`src/rtl/btb_nway.sv`:
```
// -----------------------------------------------------------------------------
// btb_nway -- N-way set-associative branch target buffer
//
// Purpose:
//   Holds predicted targets for branches. The fetch stage looks up a PC
//   combinationally and gets hit / target / taken-prediction. The execute
//   stage writes back each resolved branch:
//     - on a hit, the entry's 2-bit counter is trained and it is touched;
//     - on a taken miss, a new entry is allocated;
//     - on a not-taken miss, nothing changes.
//   Replacement is true LRU, tracked by a per-way age
//   (0 = most recent, WAYS-1 = least recent).
//
// Parameters:
//   SETS  number of sets (power of 2, >= 2)
//   WAYS  associativity  (power of 2, 2..8)
//   XLEN  PC / target width
//
// Ports:
//   clk            rising-edge clock
//   rst            asynchronous active-high reset
//   lookup_pc      fetch PC to look up
//   lookup_hit     a valid entry matches lookup_pc
//   lookup_target  stored target on hit, else 0
//   lookup_taken   counter MSB of the hit entry, else 0
//   update_en      a resolved branch is presented this cycle
//   update_pc      PC of the resolved branch
//   update_target  resolved target address
//   update_taken   actual branch outcome
//   flush          invalidate every entry (dominates a same-cycle update)
//
// Optional feature:
//   BTB_BYPASS_EN  when defined, a same-cycle update to the looked-up entry is
//                  forwarded to the lookup outputs.
// -----------------------------------------------------------------------------
module btb_nway #(
    parameter int SETS = 8,
    parameter int WAYS = 2,
    parameter int XLEN = 32
) (
    input  logic            clk,
    input  logic            rst,
    input  logic [XLEN-1:0] lookup_pc,
    output logic            lookup_hit,
    output logic [XLEN-1:0] lookup_target,
    output logic            lookup_taken,
    input  logic            update_en,
    input  logic [XLEN-1:0] update_pc,
    input  logic [XLEN-1:0] update_target,
    input  logic            update_taken,
    input  logic            flush
);
    localparam int IDX_W = $clog2(SETS);
    localparam int AGE_W = $clog2(WAYS);
    localparam int TAG_W = XLEN - 2 - IDX_W;

    // Entry storage
    logic             valid_q  [SETS][WAYS];
    logic [TAG_W-1:0] tag_q    [SETS][WAYS];
    logic [XLEN-1:0]  target_q [SETS][WAYS];
    logic [1:0]       ctr_q    [SETS][WAYS];
    logic [AGE_W-1:0] age_q    [SETS][WAYS];

    // Address split; pc[1:0] never participates
    logic [IDX_W-1:0] lk_idx;
    logic [IDX_W-1:0] up_idx;
    logic [TAG_W-1:0] lk_tag;
    logic [TAG_W-1:0] up_tag;
    logic             unused_pc_lsbs;

    assign lk_idx = lookup_pc[IDX_W+1:2];
    assign lk_tag = lookup_pc[XLEN-1:IDX_W+2];
    assign up_idx = update_pc[IDX_W+1:2];
    assign up_tag = update_pc[XLEN-1:IDX_W+2];
    assign unused_pc_lsbs = ^{lookup_pc[1:0], update_pc[1:0]};

    // Per-way tag compare for both ports
    logic [WAYS-1:0] lk_match;
    logic [WAYS-1:0] up_match;

    generate
        for (genvar gi = 0; gi < WAYS; gi++) begin : g_match
            assign lk_match[gi] = valid_q[lk_idx][gi] && (tag_q[lk_idx][gi] == lk_tag);
            assign up_match[gi] = valid_q[up_idx][gi] && (tag_q[up_idx][gi] == up_tag);
        end
    endgenerate

    // Hit / victim selection.
    // The loops scan downwards so that the lowest matching index wins.
    logic             lk_hit;
    logic [AGE_W-1:0] lk_way;
    logic             up_hit;
    logic [AGE_W-1:0] up_way;
    logic             has_invalid;
    logic [AGE_W-1:0] inv_way;
    logic [AGE_W-1:0] lru_way;

    always_comb begin
        lk_hit      = 1'b0;
        lk_way      = '0;
        up_hit      = 1'b0;
        up_way      = '0;
        has_invalid = 1'b0;
        inv_way     = '0;
        lru_way     = '0;
        for (int w = WAYS - 1; w >= 0; w--) begin
            if (lk_match[w]) begin
                lk_hit = 1'b1;
                lk_way = AGE_W'(w);
            end
            if (up_match[w]) begin
                up_hit = 1'b1;
                up_way = AGE_W'(w);
            end
            if (!valid_q[up_idx][w]) begin
                has_invalid = 1'b1;
                inv_way     = AGE_W'(w);
            end
            if (age_q[up_idx][w] == AGE_W'(WAYS - 1)) begin
                lru_way = AGE_W'(w);
            end
        end
    end

    // Next-state for the one set addressed by the update port
    logic             up_write;
    logic [AGE_W-1:0] touch_way;
    logic [AGE_W-1:0] touch_age;
    logic [1:0]       ctr_old;
    logic [1:0]       ctr_d;
    logic [XLEN-1:0]  target_d;
    logic [AGE_W-1:0] age_d [WAYS];

    always_comb begin
        // A not-taken miss leaves the set completely untouched
        up_write  = update_en && (up_hit || update_taken);
        touch_way = up_hit ? up_way : (has_invalid ? inv_way : lru_way);
        touch_age = age_q[up_idx][touch_way];
        ctr_old   = ctr_q[up_idx][touch_way];

        if (up_hit) begin
            if (update_taken) begin
                ctr_d = (ctr_old == 2'b11) ? 2'b11 : ctr_old + 2'b01;
            end else begin
                ctr_d = (ctr_old == 2'b00) ? 2'b00 : ctr_old - 2'b01;
            end
        end else begin
            ctr_d = 2'b10;  // fresh allocations start weakly taken
        end

        // Target only refreshes on a taken outcome (or a new allocation)
        target_d = (!up_hit || update_taken) ? update_target : target_q[up_idx][touch_way];

        // True LRU: ways younger than the touched one age by one
        for (int w = 0; w < WAYS; w++) begin
            if (AGE_W'(w) == touch_way) begin
                age_d[w] = '0;
            end else if (age_q[up_idx][w] < touch_age) begin
                age_d[w] = age_q[up_idx][w] + AGE_W'(1);
            end else begin
                age_d[w] = age_q[up_idx][w];
            end
        end
    end

    // State update
    always_ff @(posedge clk or posedge rst) begin
        if (rst) begin
            for (int s = 0; s < SETS; s++) begin
                for (int w = 0; w < WAYS; w++) begin
                    valid_q[s][w]  <= 1'b0;
                    tag_q[s][w]    <= '0;
                    target_q[s][w] <= '0;
                    ctr_q[s][w]    <= 2'b00;
                    age_q[s][w]    <= AGE_W'(w);
                end
            end
        end else if (flush) begin
            // Tags and targets are left stale; valid=0 hides them
            for (int s = 0; s < SETS; s++) begin
                for (int w = 0; w < WAYS; w++) begin
                    valid_q[s][w] <= 1'b0;
                    ctr_q[s][w]   <= 2'b00;
                    age_q[s][w]   <= AGE_W'(w);
                end
            end
        end else if (up_write) begin
            for (int w = 0; w < WAYS; w++) begin
                age_q[up_idx][w] <= age_d[w];
            end
            valid_q[up_idx][touch_way]  <= 1'b1;
            tag_q[up_idx][touch_way]    <= up_tag;
            target_q[up_idx][touch_way] <= target_d;
            ctr_q[up_idx][touch_way]    <= ctr_d;
        end
    end

    // Lookup outputs (combinational, zero latency)
    always_comb begin
        lookup_hit    = lk_hit;
        lookup_target = lk_hit ? target_q[lk_idx][lk_way] : '0;
        lookup_taken  = lk_hit ? ctr_q[lk_idx][lk_way][1] : 1'b0;
`ifdef BTB_BYPASS_EN
        if (update_en && !flush && (lk_idx == up_idx) && (lk_tag == up_tag)) begin
            if (update_taken) begin
                lookup_hit    = 1'b1;
                lookup_target = update_target;
                lookup_taken  = ctr_d[1];
            end else if (lk_hit) begin
                // Same entry, so the update port hits the same way
                lookup_taken = ctr_d[1];
            end
        end
`endif
    end

endmodule

```
`config.mk`:
```
export PLATFORM = sky130hd
export DESIGN_NAME = btb_nway
export DESIGN_NICKNAME = d
export VERILOG_FILES = /design/src/rtl/btb_nway.sv
export SDC_FILE = /design/constraint.sdc
export NUM_CORES = 2
export LEC_CHECK = 0
export BUFFER_PORTS_ARGS = -buffer_cell sky130_fd_sc_hd__buf_2
export CORE_UTILIZATION = 42
export DETAILED_ROUTE_END_ITERATION = 12
export PLACE_DENSITY = 0.64
export RECOVER_POWER = 50
export SYNTH_ARGS = -nofsm -noshare
export SYNTH_HDL_FRONTEND = slang
export SYNTH_SLANG_ARGS = --single-unit
```
`constraint.sdc`:
```
create_clock -name clk -period 51.2 [get_ports clk]
set_input_delay 0 -clock clk [delete_from_list [all_inputs] [get_ports clk]]
set_output_delay 0 -clock clk [all_outputs]
set_load 0.05 [all_outputs]
```
# After elaboration in Yosys (flattened, before gate mapping)
# Index checks and enable logic that the tools add are counted.
[totals] ff_bits=1008
[op_classes] add_sub_neg=4 n_reduce_logical=13 n_eq_ne=5 n_lt_le_gt_ge=8 n_mux=97 n_bitwise=6
[op_table] op="512-bit bitwise mux" n=1
[op_table] op="432-bit bitwise mux" n=1
[op_table] op="64-bit binary-select mux with 3-bit select" n=2
[op_table] op="32-bit 2-to-1 mux" n=11
[op_table] op="54-bit binary-select mux with 3-bit select" n=2
[op_table] op="64-bit 2-to-1 mux" n=5
[op_table] op="54-bit 2-to-1 mux" n=5
[op_table] op="64-bit demux with 3-bit select" n=1
[op_table] op="54-bit demux with 3-bit select" n=1
[op_table] op="27-bit == test" n=4
[op_table] op="16-bit 2-to-1 mux" n=4
[op_table] op="2-bit 2-to-1 mux" n=19
[op_table] op="16-bit bitwise mux" n=2
[op_table] op="32-bit bitwise mux" n=1
[op_table] op="32-bit demux with 1-bit select" n=1
[op_table] op="27-bit demux with 1-bit select" n=1
[op_table] op="27-bit 2-to-1 mux" n=1
[op_table] op="4-bit binary-select mux with 3-bit select" n=2
[op_table] op="1-bit 2-to-1 mux" n=23
[op_table] op="4-bit 2-to-1 mux" n=5
[op_table] op="2-bit binary-select mux with 3-bit select" n=3
[op_table] op="2-bit demux with 3-bit select" n=3
[op_table] op="16-bit OR" n=1
[op_table] op="4-bit demux with 3-bit select" n=1
[op_table] op="20 further kinds" n=33

# Longest topological paths before layout
[logic_depth] ltp_word=20 depth_mapped=18

# Worst setup path before layout
# No wires, ideal clock.
[synth_path] kind="input to output" from="in lookup_pc[2]" to="out lookup_target[10]" t_arrival_ns=4.369 setup_slack_ns=46.831 path_buffers=4 cell_stages=11 cell_sequence="clkbuf_1 buf_1 buf_1 mux4_2 mux2i_1 xor2_1 nand4_1 nor3_1 nand4_1 clkbuf_1 o31ai_1"
[synth_via] elab_chain_cells=13
[synth_lines] item="from (decl)" line="43" source="input logic [XLEN-1:0] lookup_pc,"
[synth_lines] item="3-bit inverter with 4-bit output (not written as such) *" line="83, 201"
[synth_lines] item="54-bit binary-select mux with 3-bit select" line="83" source="assign lk_match[gi] = valid_q[lk_idx][gi] && (tag_q[lk_idx][gi] == lk_tag);"
[synth_lines] item="54-bit 2-to-1 mux (not written as such) (2 in series)" line="83"
[synth_lines] item="27-bit == test" line="83"
[synth_lines] item="1-bit logical AND" line="83"
[synth_lines] item="1-bit 2-to-1 mux (2 in series)" line="107" source="if (lk_match[w]) begin"
[synth_lines] item="1-bit inverter with 2-bit output (not written as such)" line="201" source="lookup_target = lk_hit ? target_q[lk_idx][lk_way] : '0;"
[synth_lines] item="32-bit 2-to-1 mux (not written as such) (3 in series)" line="201"
[synth_lines] item="32-bit 2-to-1 mux *" line="201"
[synth_lines] item="to (decl)" line="45" source="output logic [XLEN-1:0] lookup_target,"
# Every way passes the cells marked *; elsewhere a longest branch is shown, timed or not. The select of a mux whose other input is x is not followed.

# Final worst setup path
[layout_path] from="in lookup_pc[2]" to="out lookup_taken"
[layout_via] elab_chain_cells=13
[layout_lines] item="3-bit inverter with 4-bit output (not written as such) *" line="83, 202"
[layout_lines] item="54-bit binary-select mux with 3-bit select" line="83"
[layout_lines] item="54-bit 2-to-1 mux (not written as such) (2 in series)" line="83"
[layout_lines] item="27-bit == test" line="83"
[layout_lines] item="1-bit logical AND" line="83"
[layout_lines] item="1-bit 2-to-1 mux (2 in series)" line="107"
[layout_lines] item="1-bit inverter with 2-bit output (not written as such)" line="202" source="lookup_taken = lk_hit ? ctr_q[lk_idx][lk_way][1] : 1'b0;"
[layout_lines] item="2-bit 2-to-1 mux (not written as such) (3 in series)" line="202"
[layout_lines] item="1-bit 2-to-1 mux *" line="202"
[layout_lines] item="to (decl)" line="46" source="output logic lookup_taken,"
# Marks and branches as above.

==> flow_summary_export.csv <==
group,metric,value,unit
setup_path,worstReg2RegStart,"tag_q[59]",
die,dieArea,0.129,mm^2
sta,slew-limit-headroom,-4.69,
logic_synthesis,yosysMostFrequentCell,"nand2_1",
sta,setup_viol,0,
final_layout,fin_nets,4924,
setup_path,required,51.20,ns
final_layout,utilization,0.471,
run,maxCapViolCount,18,
power_and_ir_drop,p_sw,0.591,mW
cts,cts_tree,"done",
placement,gp_congestion,0.856,
logic_synthesis,synthAdderAreaFrac,0.000748,
die,die_h,359,um
power_and_ir_drop,ir_worst_vdd,0.0000325,V
final_layout,fin_area,0.0593,mm^2
power_and_ir_drop,pwr-share-clk,0.374,
setup_path,critPathLaunch,"lookup_pc[2]",
power_and_ir_drop,power_frac_comb,0.161,
cts,cts_resized,0,
die,core,0.126,mm^2
cts,clock-sinks,1008,
die,row_count,130,
setup_path,rr_endpoint,"tag_q[427]",
logic_synthesis,synth.area.top_cells,"dfrtp_1, mux4_2, nand2_1, mux2_2, mux2i_1",
sta,slew_violations,1569,
power_and_ir_drop,p_per_area,35.9,mW/mm^2
min_path,min_from,"update_target[19]",
detailed_routing,first_pass_iters,6,
final_layout,drive_gt1_frac,0.222,
sta,finalSetupTns,0,ns
logic_synthesis,synth_area,0.0535,mm^2
logic_synthesis,yosys.area.top_type,"dfrtp_1",
grt,track_usage,0.274,
setup_path,worstRegToRegCells,12,
placement,placed_cells,6309,
grt,overflow,0,
detailed_routing,drtAntennaViolNets,0,
cts,cts_buffers,106,
logic_synthesis,yosys.area.top_type_share,0.468,
cts,clk_pin_slew,0.06,ns
power_and_ir_drop,p_seq_frac,0.464,
placement,placed_area,0.0553,mm^2
run_status,status,"finished with violations",
logic_synthesis,syn_nets,5014,
sta,worstMarginPinSlew,8.53,ns
logic_synthesis,yosys_warnings,0,
setup_path,critical_path_class,"in2out",
final_layout,syn_to_final_growth,10.9,%
die,num_io_pins,135,
logic_synthesis,synth-xor-area-share,0.0157,
min_path,hold_depth,3,
setup_path,critPathArrivalTime,19.11,ns
cts,clk_latency,0.73,ns
final_layout,fillers,11400,
cts,postCtsSetupBuffers,0,
sta,finalWorstSetupSlack,32.09,ns
sta,fin_crit_sh,0.373,
detailed_routing,num_vias,41300,
logic_synthesis,synth_top_family_by_area,"multiplexers",
power_and_ir_drop,intPower,1.54,mW
setup_path,endpoint_kind,"output port",
placement,hpwlAfterDp,99.9,mm
setup_path,r2r_slack,44.75,ns
logic_synthesis,yosysSeqAreaShare,0.472,
placement,dpl_worst_slack,43.33,ns
logic_synthesis,syn_inst,4913,
cts,clockBufferDepth,3,
min_path,hold_end,"target_q[499]",
logic_synthesis,synth_edf_count,0,
detailed_routing,wl_per_cell,27.1,um
sta,fin_skew,0.0373,ns
logic_synthesis,synthFlopType,"dfrtp_1",
logic_synthesis,ys_top_cells_by_count,"nand2_1, dfrtp_1, o21ai_0",
detailed_routing,vias_per_cell,6.29,
setup_path,cp_max_fo,91,
detailed_routing,dr.first_iter.drc_count,4905,
die,start_util,0.424,
logic_synthesis,yosys.area_share.simple,0.105,
logic_synthesis,synth.avg_cell_area,10.9,um^2
placement,io_buffer_count,130,
detailed_routing,drc,0,
cts,clockRootBuffer,"clkbuf_16",
logic_synthesis,ys_async_sr_fraction,1.00,
min_path,hold_class,"in2reg",
sta,hold_violations,0,
grt,antenna_found_initial,12,
logic_synthesis,synth_seq_cells,1008,
run_status,violations,"capacitance limit, slew limit",
sta,timing.fmax,52.3,MHz
detailed_routing,routed_wl,178,mm
grt,grt_pass1_vias,41000,
logic_synthesis,synth_cell_types,75,
power_and_ir_drop,p_sw_frac,0.278,
sta,rsz0062_at_grt,"no",
grt,grt_pass1_wl,268,mm
grt,grt_max_degree,166,
logic_synthesis,synth_compound_area_frac,0.120,
final_layout,stdcell_count,6565,
setup_path,cp-start-kind,"primary input",
power_and_ir_drop,leakagePower,26.4,nW
logic_synthesis,muxShareOfSynthArea,0.248,
sta,min_period,19.11,ns
cts,ctsHtreeMaxLevel,3,
cts,postCtsHoldBufs,56,
die,die_x,359,um
cells by family (layout without fill, tap and decap cells):
group	Yosys count	in the layout
and+or+nand+nor	1394	1394
buffers and inverters	505	504
adders and majority gates	4	4
muxes	884	884
AOI/OAI and AO/OA	1022	1022
other	0	3
xor gates and xnor gates	96	96
DFF	1008	1008
flip-flops by register name (all words and copies together) (netlist names):
name,flops
valid_q,16
ctr_q,32
tag_q,432
age_q,16
target_q,512
per-stage QoR:
| stage | hold slack, ns | total power [mW] |
|---|---|---|
| 3_3_place_gp | 0.243 | 1.32 |
| 6_report | 0.0347 | 2.13 |
| 5_1_grt | 0.0475 | 2.21 |
| 4_1_cts | 0.00869 | 2.13 |
| 3_5_place_dp | 0.264 | 1.33 |
| 2_1_floorplan | 0.240 | 1.23 |
how the worst max path moves through the flow:
stage / end / slack [ns] / depth (start not counted)
final: lookup_taken / 32.09 / 13
after global routing: tag_q[411] / 30.00 / 5
after CTS: target_q[16] / 44.07 / 15
after detailed placement: target_q[9] / 43.33 / 15
after global placement: target_q[9] / 43.34 / 15
after floorplan: age_q[11] / 22.85 / 1
cell type report:
| type | instances | area, um^2 | share of cell area |
|---|---|---|---|
| sequential | 1008 | 25200 | 0.425 |
| antenna | 3 | 7.51 | 0.000127 |
| inverter | 32 | 121 | 0.00205 |
| clock buffer | 159 | 3120 | 0.0527 |
| multi-input combinational | 3400 | 26500 | 0.446 |
| clock inverter | 38 | 434 | 0.00732 |
| timing repair buffer | 275 | 1860 | 0.0314 |
| tap | 1650 | 2060 | 0.0348 |
metal layers:
metal  vias to the layer above  share of wire  GRT usage
li1                      17600              -          -
met1                     21000           0.40      0.374
met2                      2240           0.46      0.424
met3                       436           0.10     0.0630
met4                        12          0.041      0.104
met5                         -        0.00042          0
power groups by stage:
stage | Sequential [mW] | Combinational (mW) | Clock (mW)
after CTS | 0.984 | 0.340 | 0.806
final | 0.988 | 0.344 | 0.797
after global placement | 0.992 | 0.326 | 0
after floorplan | 0.973 | 0.261 | 0
after global routing | 1.00 | 0.375 | 0.837
after detailed placement | 0.998 | 0.335 | 0
placed cells by master, fill, tap and decap left out, types with 50 or more instances in the layout:
master / n
mux2i_1: 239
o21ai_0: 430
buf_2: 124
a221oi_1: 62
nand2_1: 1141
mux4_2: 318
mux2_2: 324
buf_4: 75
xnor2_1: 68
a22oi_1: 128
clkbuf_16: 108
dfrtp_1: 1000
nor2_1: 84
a21oi_1: 129
o21ai_1: 50
dlygate4sd3_1: 56
critical path: stages:
cell      delay, ns
clkbuf_1       4.23
clkbuf_1       5.51
clkbuf_1       3.00
mux4_2         0.77
mux2i_1        0.39
xnor2_1        0.17
nor4_1         0.06
nand4_1        0.12
nor3_1         0.09
nand4_1        0.09
clkbuf_1       2.83
o31ai_1        1.10
buf_2          0.50
Power figures use the tool's default switching activity.
